$ cat config.mk
export PLATFORM = sky130hd
export DESIGN_NAME = puf_ro_ctrl
export DESIGN_NICKNAME = d
export VERILOG_FILES = /design/src/rtl/puf_ro_ctrl.sv
export SDC_FILE = /design/constraint.sdc
export NUM_CORES = 1
export LEC_CHECK = 0
export CAP_MARGIN = 20
export CORE_MARGIN = 4
export CORE_UTILIZATION = 51
export CTS_CLUSTER_SIZE = 30
export DETAILED_ROUTE_END_ITERATION = 7
export PLACE_DENSITY = 0.74
export REMOVE_ABC_BUFFERS = 1
export SLEW_MARGIN = 20
export SYNTH_ARGS = -nofsm -noshare
export SYNTH_HDL_FRONTEND = slang
export SYNTH_SLANG_ARGS = --single-unit
$ cat constraint.sdc
create_clock -name i_clk -period 2.1 [get_ports i_clk]
set_input_delay 0.21 -clock i_clk [delete_from_list [all_inputs] [get_ports i_clk]]
set_output_delay 0.21 -clock i_clk [all_outputs]
set_load 0.005 [all_outputs]
$ cat src/rtl/puf_ro_ctrl.sv
`timescale 1ns/1ps
// ----------------------------------------------------------------------------
// puf_ro_ctrl
// Evaluation controller for an array of ring-oscillator PUF cells. A request
// enables the two ROs named by the challenge pair and lets them settle. It then
// counts the rising edges of both ROs over a programmable window and reports
// which one ran faster.
//
// Ports
//   i_clk, i_rst_n      system clock, asynchronous active-low reset
//   i_start             evaluation request, sampled only while idle
//   i_chal_a, i_chal_b  indices of the two ROs to compare
//   i_win               counting window length in clock cycles
//   i_ro                raw RO outputs, asynchronous to i_clk
//   o_ro_en             per-RO enable
//   o_busy              evaluation in progress
//   o_done              one-cycle pulse at the end of an evaluation
//   o_resp              response bit: 1 when RO a counted more edges than RO b
//   o_err               last accepted request was invalid
//   o_cnt_a, o_cnt_b    final saturated edge counts of RO a and RO b
// ----------------------------------------------------------------------------
module puf_ro_ctrl #(
    parameter int N_RO       = 16,
    parameter int SEL_W      = 4,
    parameter int CNT_W      = 16,
    parameter int WIN_W      = 16,
    parameter int SETTLE_CYC = 8
) (
    input  logic             i_clk,
    input  logic             i_rst_n,
    input  logic             i_start,
    input  logic [SEL_W-1:0] i_chal_a,
    input  logic [SEL_W-1:0] i_chal_b,
    input  logic [WIN_W-1:0] i_win,
    input  logic [N_RO-1:0]  i_ro,
    output logic [N_RO-1:0]  o_ro_en,
    output logic             o_busy,
    output logic             o_done,
    output logic             o_resp,
    output logic             o_err,
    output logic [CNT_W-1:0] o_cnt_a,
    output logic [CNT_W-1:0] o_cnt_b
);

    // The challenge space may be wider than the RO array. Edge and enable
    // vectors are padded to the full index range so that any index value
    // selects a defined bit.
    localparam int               SEL_SPAN    = 2 ** SEL_W;
    localparam logic [SEL_W:0]   RO_LIMIT    = (SEL_W + 1)'(N_RO);
    localparam logic [7:0]       SETTLE_LOAD = 8'(SETTLE_CYC - 1);

    typedef enum logic [2:0] {
        S_IDLE,
        S_SETTLE,
        S_COUNT,
        S_COMPARE,
        S_DONE
    } state_e;

    state_e              state_q;
    logic [N_RO-1:0]     ro_meta_q;
    logic [N_RO-1:0]     ro_sync_q;
    logic [N_RO-1:0]     ro_prev_q;
    logic [SEL_W-1:0]    sel_a_q;
    logic [SEL_W-1:0]    sel_b_q;
    logic [WIN_W-1:0]    win_left_q;
    logic [7:0]          settle_q;
    logic [CNT_W-1:0]    cnt_a_q;
    logic [CNT_W-1:0]    cnt_b_q;
    logic [CNT_W-1:0]    cnt_a_d;
    logic [CNT_W-1:0]    cnt_b_d;
    logic [SEL_SPAN-1:0] rise_pad;
    logic [SEL_SPAN-1:0] hot_a;
    logic [SEL_SPAN-1:0] hot_b;
    logic                req_ok;

    // Two-flop synchronizer plus one history stage for rising-edge detection.
    always_ff @(posedge i_clk or negedge i_rst_n) begin
        if (!i_rst_n) begin
            ro_meta_q <= '0;
            ro_sync_q <= '0;
            ro_prev_q <= '0;
        end else begin
            // NOTE: non-blocking assignments make every stage sample the
            // previous stage's old value; blocking ones would collapse the chain.
            ro_meta_q <= i_ro;
            ro_sync_q <= ro_meta_q;
            ro_prev_q <= ro_sync_q;
        end
    end

    always_comb begin
        // NOTE: every signal gets a default before any condition so that no
        // path leaves it unassigned and no latch is inferred.
        rise_pad = SEL_SPAN'(ro_sync_q & ~ro_prev_q);
        cnt_a_d  = cnt_a_q;
        cnt_b_d  = cnt_b_q;
        // Saturating increments: hold at all-ones instead of wrapping.
        if (rise_pad[sel_a_q] && (cnt_a_q != '1)) cnt_a_d = cnt_a_q + CNT_W'(1);
        if (rise_pad[sel_b_q] && (cnt_b_q != '1)) cnt_b_d = cnt_b_q + CNT_W'(1);

        hot_a  = SEL_SPAN'(1) << i_chal_a;
        hot_b  = SEL_SPAN'(1) << i_chal_b;
        req_ok = (i_chal_a != i_chal_b) &&
                 ({1'b0, i_chal_a} < RO_LIMIT) &&
                 ({1'b0, i_chal_b} < RO_LIMIT) &&
                 (i_win != '0);
    end

    // Control FSM with registered outputs.
    always_ff @(posedge i_clk or negedge i_rst_n) begin
        if (!i_rst_n) begin
            state_q    <= S_IDLE;
            sel_a_q    <= '0;
            sel_b_q    <= '0;
            win_left_q <= '0;
            settle_q   <= '0;
            cnt_a_q    <= '0;
            cnt_b_q    <= '0;
            o_ro_en    <= '0;
            o_busy     <= 1'b0;
            o_done     <= 1'b0;
            o_resp     <= 1'b0;
            o_err      <= 1'b0;
            o_cnt_a    <= '0;
            o_cnt_b    <= '0;
        end else begin
            o_done <= 1'b0;
            unique case (state_q)
                S_IDLE: begin
                    if (i_start) begin
                        sel_a_q    <= i_chal_a;
                        sel_b_q    <= i_chal_b;
                        win_left_q <= i_win;
                        if (req_ok) begin
                            o_err    <= 1'b0;
                            cnt_a_q  <= '0;
                            cnt_b_q  <= '0;
                            o_ro_en  <= hot_a[N_RO-1:0] | hot_b[N_RO-1:0];
                            settle_q <= SETTLE_LOAD;
                            o_busy   <= 1'b1;
                            state_q  <= S_SETTLE;
                        end else begin
                            // Rejected requests leave enables, counts and
                            // response untouched and finish right away.
                            o_err   <= 1'b1;
                            o_done  <= 1'b1;
                            state_q <= S_DONE;
                        end
                    end
                end
                S_SETTLE: begin
                    if (settle_q == 8'd0) state_q <= S_COUNT;
                    else                  settle_q <= settle_q - 8'd1;
                end
                S_COUNT: begin
                    cnt_a_q <= cnt_a_d;
                    cnt_b_q <= cnt_b_d;
                    // The latched window is at least 1; its last cycle is
                    // the one that sees the value 1.
                    if (win_left_q == WIN_W'(1)) state_q <= S_COMPARE;
                    else                         win_left_q <= win_left_q - WIN_W'(1);
                end
                S_COMPARE: begin
                    o_resp  <= (cnt_a_q > cnt_b_q);
                    o_cnt_a <= cnt_a_q;
                    o_cnt_b <= cnt_b_q;
                    o_ro_en <= '0;
                    o_busy  <= 1'b0;
                    o_done  <= 1'b1;
                    state_q <= S_DONE;
                end
                S_DONE: begin
                    state_q <= S_IDLE;
                end
                default: begin
                    state_q <= S_IDLE;
                end
            endcase
        end
    end

endmodule

==> Word level (Yosys, flattened, before mapping) <==
Cells that the tools add are included.
Widths: inputs -> output; s select.
{ "word_totals": {"ff_bits": 167, "input_bits": 43, "wordCells": 91} }
{ "classes": {"addsub": 4, "magnitude_cmp": 3, "n_eq_ne": 15, "n_shift": 2, "n_mux": 31, "bitwise_logic": 3, "reduce_logical": 16} }
{ "ops": {"columns": ["op", "n"], "rows": [
  ["$mux 16", 8],
  ["$pmux 16 s2", 4],
  ["$add 16x1->16 const B", 2],
  ["$ne 16x16->1 const B", 2],
  ["$shl 1x4->16 const A", 2],
  ["$mux 8", 3],
  ["$and 16x16->16", 1],
  ["$eq 16x1->1 const B", 1],
  ["$gt 16x16->1", 1],
  ["$ne 2x2->1 const B", 8],
  ["$not 16->16", 1],
  ["$or 16x16->16", 1],
  ["$pmux 8 s2", 1],
  ["$reduce_bool 16->1", 1],
  ["$sub 16x1->16 const B", 1],
  ["$mux 3", 4],
  ["$pmux 3 s4", 1],
  ["$reduce_and 4->1", 3],
  ["$lt 4x5->1 const B", 2],
  ["$reduce_and 3->1", 3],
  ["$bmux 1 s4", 2],
  ["$logic_not 8->1", 1],
  ["$sub 8x1->8 const B", 1],
  ["$eq 3x2->1 const B", 2],
  ["8 further kinds", 18]
]} }

==> Longest topological paths before layout <==
Gate-level depths: netlist of run 1.
{ "logic_depth": {"depth_word": 7, "ltp_mapped": 8, "ltp_nobuf": 8} }

==> Worst setup path after synthesis of run 1 <==
Ideal clock, no wire load.
{ "synth_path": {"path_kind": "reg-to-reg", "start": "reg cnt_a_q[1]", "end": "reg cnt_a_q[7]", "setup_time_ps": 134, "arrival_time_ps": 1945, "required_time_ps": 1966, "slack_ps": 21, "stages_incl_launch_ff": 9, "path_cell_list": "dfrtp_1 ha_1 nand3_1 nor4_2 a211o_1 a211oi_2 nand2b_1 buf_4 a31oi_1"} }
{ "synth_between": {"elab_chain_len": 4, "elab_cells_between_ends": 7} }
{ "synth_lines": {"columns": ["element", "line_no", "rtl"], "rows": [
  ["from (decl)", "68", "logic [CNT_W-1:0] cnt_a_q;"],
  ["from (signal assigned)", "157", "cnt_a_q <= cnt_a_d;"],
  ["branches (longest 4 deep; another with $add 16x1->16)", null, null]
]} }
Parallel ways; which one is timed is not known. The select of a mux whose other input is x is not followed.
A chain may end at the register's enable or synchronous reset.

==> Worst setup path after layout of run 1 <==
{ "layout_path": {"start": "reg win_left_q[9]", "end": "reg win_left_q[1]"} }
{ "layout_between": {"elab_chain_len": 3} }
{ "layout_lines": {"columns": ["element", "line_no", "rtl"], "rows": [
  ["from (decl)", "66", "logic [WIN_W-1:0] win_left_q;"],
  ["from (signal assigned)", "134", "win_left_q <= i_win;"],
  ["from (signal assigned)", "162", "else win_left_q <= win_left_q - WIN_W'(1);"],
  ["$eq 16x1->1", "161", "if (win_left_q == WIN_W'(1)) state_q <= S_COMPARE;"],
  ["$ne 2x2->1 (no source line)", null, null],
  ["$reduce_and 3->1 (no source line)", null, null]
]} }
No other way between the ends.

==> impl_metrics.ini, run 1 <==
[global_routing]
grt_pass1_vias = 6902
antenna_found_initial = 0
gr-total-overflow = 0
grtUsageTotal_pct = 23.4
grt_max_degree = 49
grt_pass1_wl_um = 33600

[setup_path]
path_max_fanout = 11
timing.rr.start = win_left_q[9]
cp_data_required_time_ns = 2.43
startpoint_type = flop
reg2reg_slack_ns = -0.02
arrival_ns = 2.45
crit_type = flop to flop
r2r-end = win_left_q[1]
endpoint_kind = flop
reg2reg_depth = 6

[worst_hold_path]
hold_class = input pin to flop
hold_path_end = ro_meta_q[12]
holdPathStages = 1
hold_start = i_ro[12]

[power_and_ir_drop]
p_comb_share_pct = 40.8
peakVddDrop_mv = 0.629
power.leakage_uw = 0.00452
power_density_nw_per_um2 = 1310
p_switching_uw = 5060
seqPwrFrac_pct = 35.1
clock_power_share_pct = 24.1
p_sw_share_pct = 36.7
p_int_uw = 8710

[clock_tree]
clock_sinks = 167
htreeDepth = 4
numCtsBuffers = 17
cts_root_buf = clkbuf_16
clkLatencyLatePin_ns = 0.44
cts_tree = yes
clk_pin_slew_ns = 0.06
cts_buffer_depth = 2

[synthesis]
synthFlopType = dfrtp_1
synth_top_family_by_area = simple AND/OR/NAND/NOR gates
synth-edff-count = 0
ys_seq_area_share_pct = 53.0
synthAdderAreaFrac_pct = 3.49
synth-compound-area-share_pct = 16.9
yosysWarnings = 0
async_flop_share_pct = 100
synthMuxAreaShare_pct = 4.10
ys_types = 70
syn_area_um2 = 7880
syn_avg_cell_area_um2 = 10.4
synth_simple_gate_area_share_pct = 17.5
synth-seq-cells = 167
synth_xor_xnor_area_share_pct = 1.33
syn-instance-count = 755

[place]
pre_cts_ws_ns = -0.449
dp_hpwl_um = 14100
port_buffers = 94
dpl_cell_area_um2 = 9520
place_congestion = 0.876

[die]
core_um2 = 15100
fp.dieH_um = 132
floorplan.initialDensity_pct = 52.0
die_width_um = 132
dieArea_um2 = 17500
pin_count = 95
rows = 45

[sta]
fin_skew_ns = 0.0105
period_needed_ns = 2.12
setup_slack_ns = -0.0234
max_slew_margin_pct = 64.5
setup_violations = 1
post-route-period-util_pct = 101
worst_pin_slew_ns = 0.529
clock.fmax_ghz = 0.471
slew_viol_final = 0
hold_viol_final = 0
rsz0062_at_grt = true

[detailed_routing]
wire_per_inst_um = 18.2
via_per_inst = 5.99
ant_nets = 0
drc = 0
drt-total-wl_um = 20500
firstDrtPassIters = 5
vias = 6755
drtIter0Drc = 613

[layout]
final_area_um2 = 10500
seq_area_um2 = 4190
syn2layout_area_growth_pct = 33.3
diodes = 0
fillCellCount = 1075
multi_input_area_um2 = 3630
layout-drive-gt1-share_pct = 20.9
fin_nets = 991

[flow_run]
drv_cap = 0

[run_status]
status = complete, but fails checks
failed_checks = setup timing
==> kinds of logic (layout without fill, tap and decap cells) <==
family,Yosys count,count (layout)
compound gates,204,206
xor+xnor,12,12
flops,167,167
buf+inv,68,250
fa+ha+maj,22,22
mux,23,23
simple gates,259,259
==> power by group through the flow <==
| stage | logic, uW | clock network [uW] | registers [uW] |
|---|---|---|---|
| finish | 5620 | 3310 | 4840 |
| global route | 6130 | 3500 | 4950 |
| CTS | 5310 | 3350 | 4800 |
| detailed placement | 5090 | 0 | 4830 |
| global placement | 4860 | 0 | 4760 |
| floorplan | 2720 | 0 | 4790 |
==> stage by stage <==
stage,utilization (%),TNS [ns],power [uW],cells,hold WS [ns]
global route,69.4,-0.423,14600,1127,0.193
CTS,68.0,0,13500,1118,0.203
global placement,62.8,-12.67,9620,1078,0.166
finish,69.4,-0.0234,13800,1127,0.212
detailed placement,62.8,-15.98,9910,1078,0.173
floorplan,-,-31.63,7500,719,-0.0856
==> layer usage <==
metal / global-route usage (%) / share of wire [%] / vias to the layer above
met5: 0 / 0 / -
met4: 10.3 / 3.1 / 0
met3: 5.15 / 6.3 / 57
met2: 39.9 / 50 / 305
met1: 28.7 / 41 / 3303
li1: - / - / 3090
==> layout make-up <==
| type | instances | share of cell area, % |
|---|---|---|
| clock buffer | 18 | 4.18 |
| clock inverter | 14 | 1.81 |
| inverter | 32 | 1.14 |
| multi-input combinational | 522 | 34.6 |
| sequential | 167 | 39.8 |
| tap | 188 | 2.24 |
| timing repair buffer | 186 | 16.2 |
==> cells in the mapped netlist, drive strengths merged (2+ instances only) <==
master | n | area (um2)
and2 | 5 | 32.5
a311oi | 2 | 17.5
a22o | 2 | 17.5
a31oi | 17 | 106
o21a | 7 | 52.6
mux4 | 6 | 135
nand4 | 14 | 103
or3 | 13 | 81.3
buf | 19 | 101
xor2 | 11 | 96.3
a2111oi | 2 | 17.5
ha | 22 | 275
o22a | 2 | 17.5
a21o | 8 | 60.1
a41oi | 4 | 35.0
mux2 | 14 | 158
a32oi | 6 | 52.6
o2bb2ai | 16 | 140
a22oi | 14 | 105
a21oi | 40 | 204
or2 | 2 | 12.5
o211ai | 3 | 22.5
nor3 | 14 | 75.1
nor2 | 35 | 131
a211o | 2 | 17.5
o21ai | 60 | 300
inv | 32 | 120
or4 | 3 | 26.3
mux2i | 3 | 30.0
dfrtp | 167 | 4180
o22ai | 7 | 43.8
and3 | 5 | 31.3
a2bb2oi | 3 | 32.5
nand3 | 29 | 158
nor2b | 25 | 156
nor3b | 4 | 30.0
nand3b | 2 | 15.0
nor4 | 12 | 109
clkbuf | 17 | 63.8
nand2b | 9 | 56.3
nand2 | 83 | 319
==> cell usage in the layout (no fill, tap or decap), drive strengths merged, types with 16 or more instances in the layout <==
cell,n
dfrtp,167
clkdlybuf4s50,93
buf,92
nand2,83
o21ai,60
a21oi,40
inv,38
nor2,35
nand3,29
nor2b,25
ha,22
clkbuf,18
a31oi,17
o2bb2ai,16
==> worst max-delay path by stage <==
| stage | startpoint | endpoint | slack (ns) | cells after the start |
|---|---|---|---|---|
| floorplan | state_q[1] | cnt_b_q[2] | -1.24 | 5 |
| global route | win_left_q[9] | win_left_q[0] | -0.04 | 8 |
| CTS | cnt_b_q[0] | cnt_b_q[3] | 0.004 | 9 |
| finish | win_left_q[9] | win_left_q[1] | -0.02 | 6 |
| global placement | i_win[3] | o_ro_en[15] | -0.26 | 9 |
| detailed placement | i_win[4] | settle_q[4] | -0.45 | 8 |
==> timing repair <==
action | in CTS | in global routing
pin swaps | 6 | 15
hold buffers | 1 | 0
resized for setup | 17 | 37
buffers inserted | 6 | 7
endpoints found under the hold margin | 43 | 0
endpoints found under the setup margin | 36 | 45
cloned | 1 | 2
==> critical path: stages, from the launching register on <==
cell	delay (ns)
dfrtp_1	0.40
or3_4	0.40
nor4_4	0.33
nand4_1	0.16
buf_6	0.17
a21o_2	0.31
o21ai_0	0.24
Note: power is estimated with default switching activity, not from simulation.
==> run 2, diff against run 1 <==
--- a/config.mk
+++ b/config.mk
@@ -12,2 +12,3 @@
 export DETAILED_ROUTE_END_ITERATION = 7
+export HOLD_SLACK_MARGIN = 0.1
 export PLACE_DENSITY = 0.74
--- a/constraint.sdc
+++ b/constraint.sdc
@@ -3,2 +3,2 @@
 set_output_delay 0.21 -clock i_clk [all_outputs]
-set_load 0.005 [all_outputs]
+set_load 0.01 [all_outputs]
==> results of run 2 <==
The final DEF is identical to that of run 1. Status: complete, but fails checks: setup timing.
Among the figures that moved: total power 13800 uW -> 13900 uW
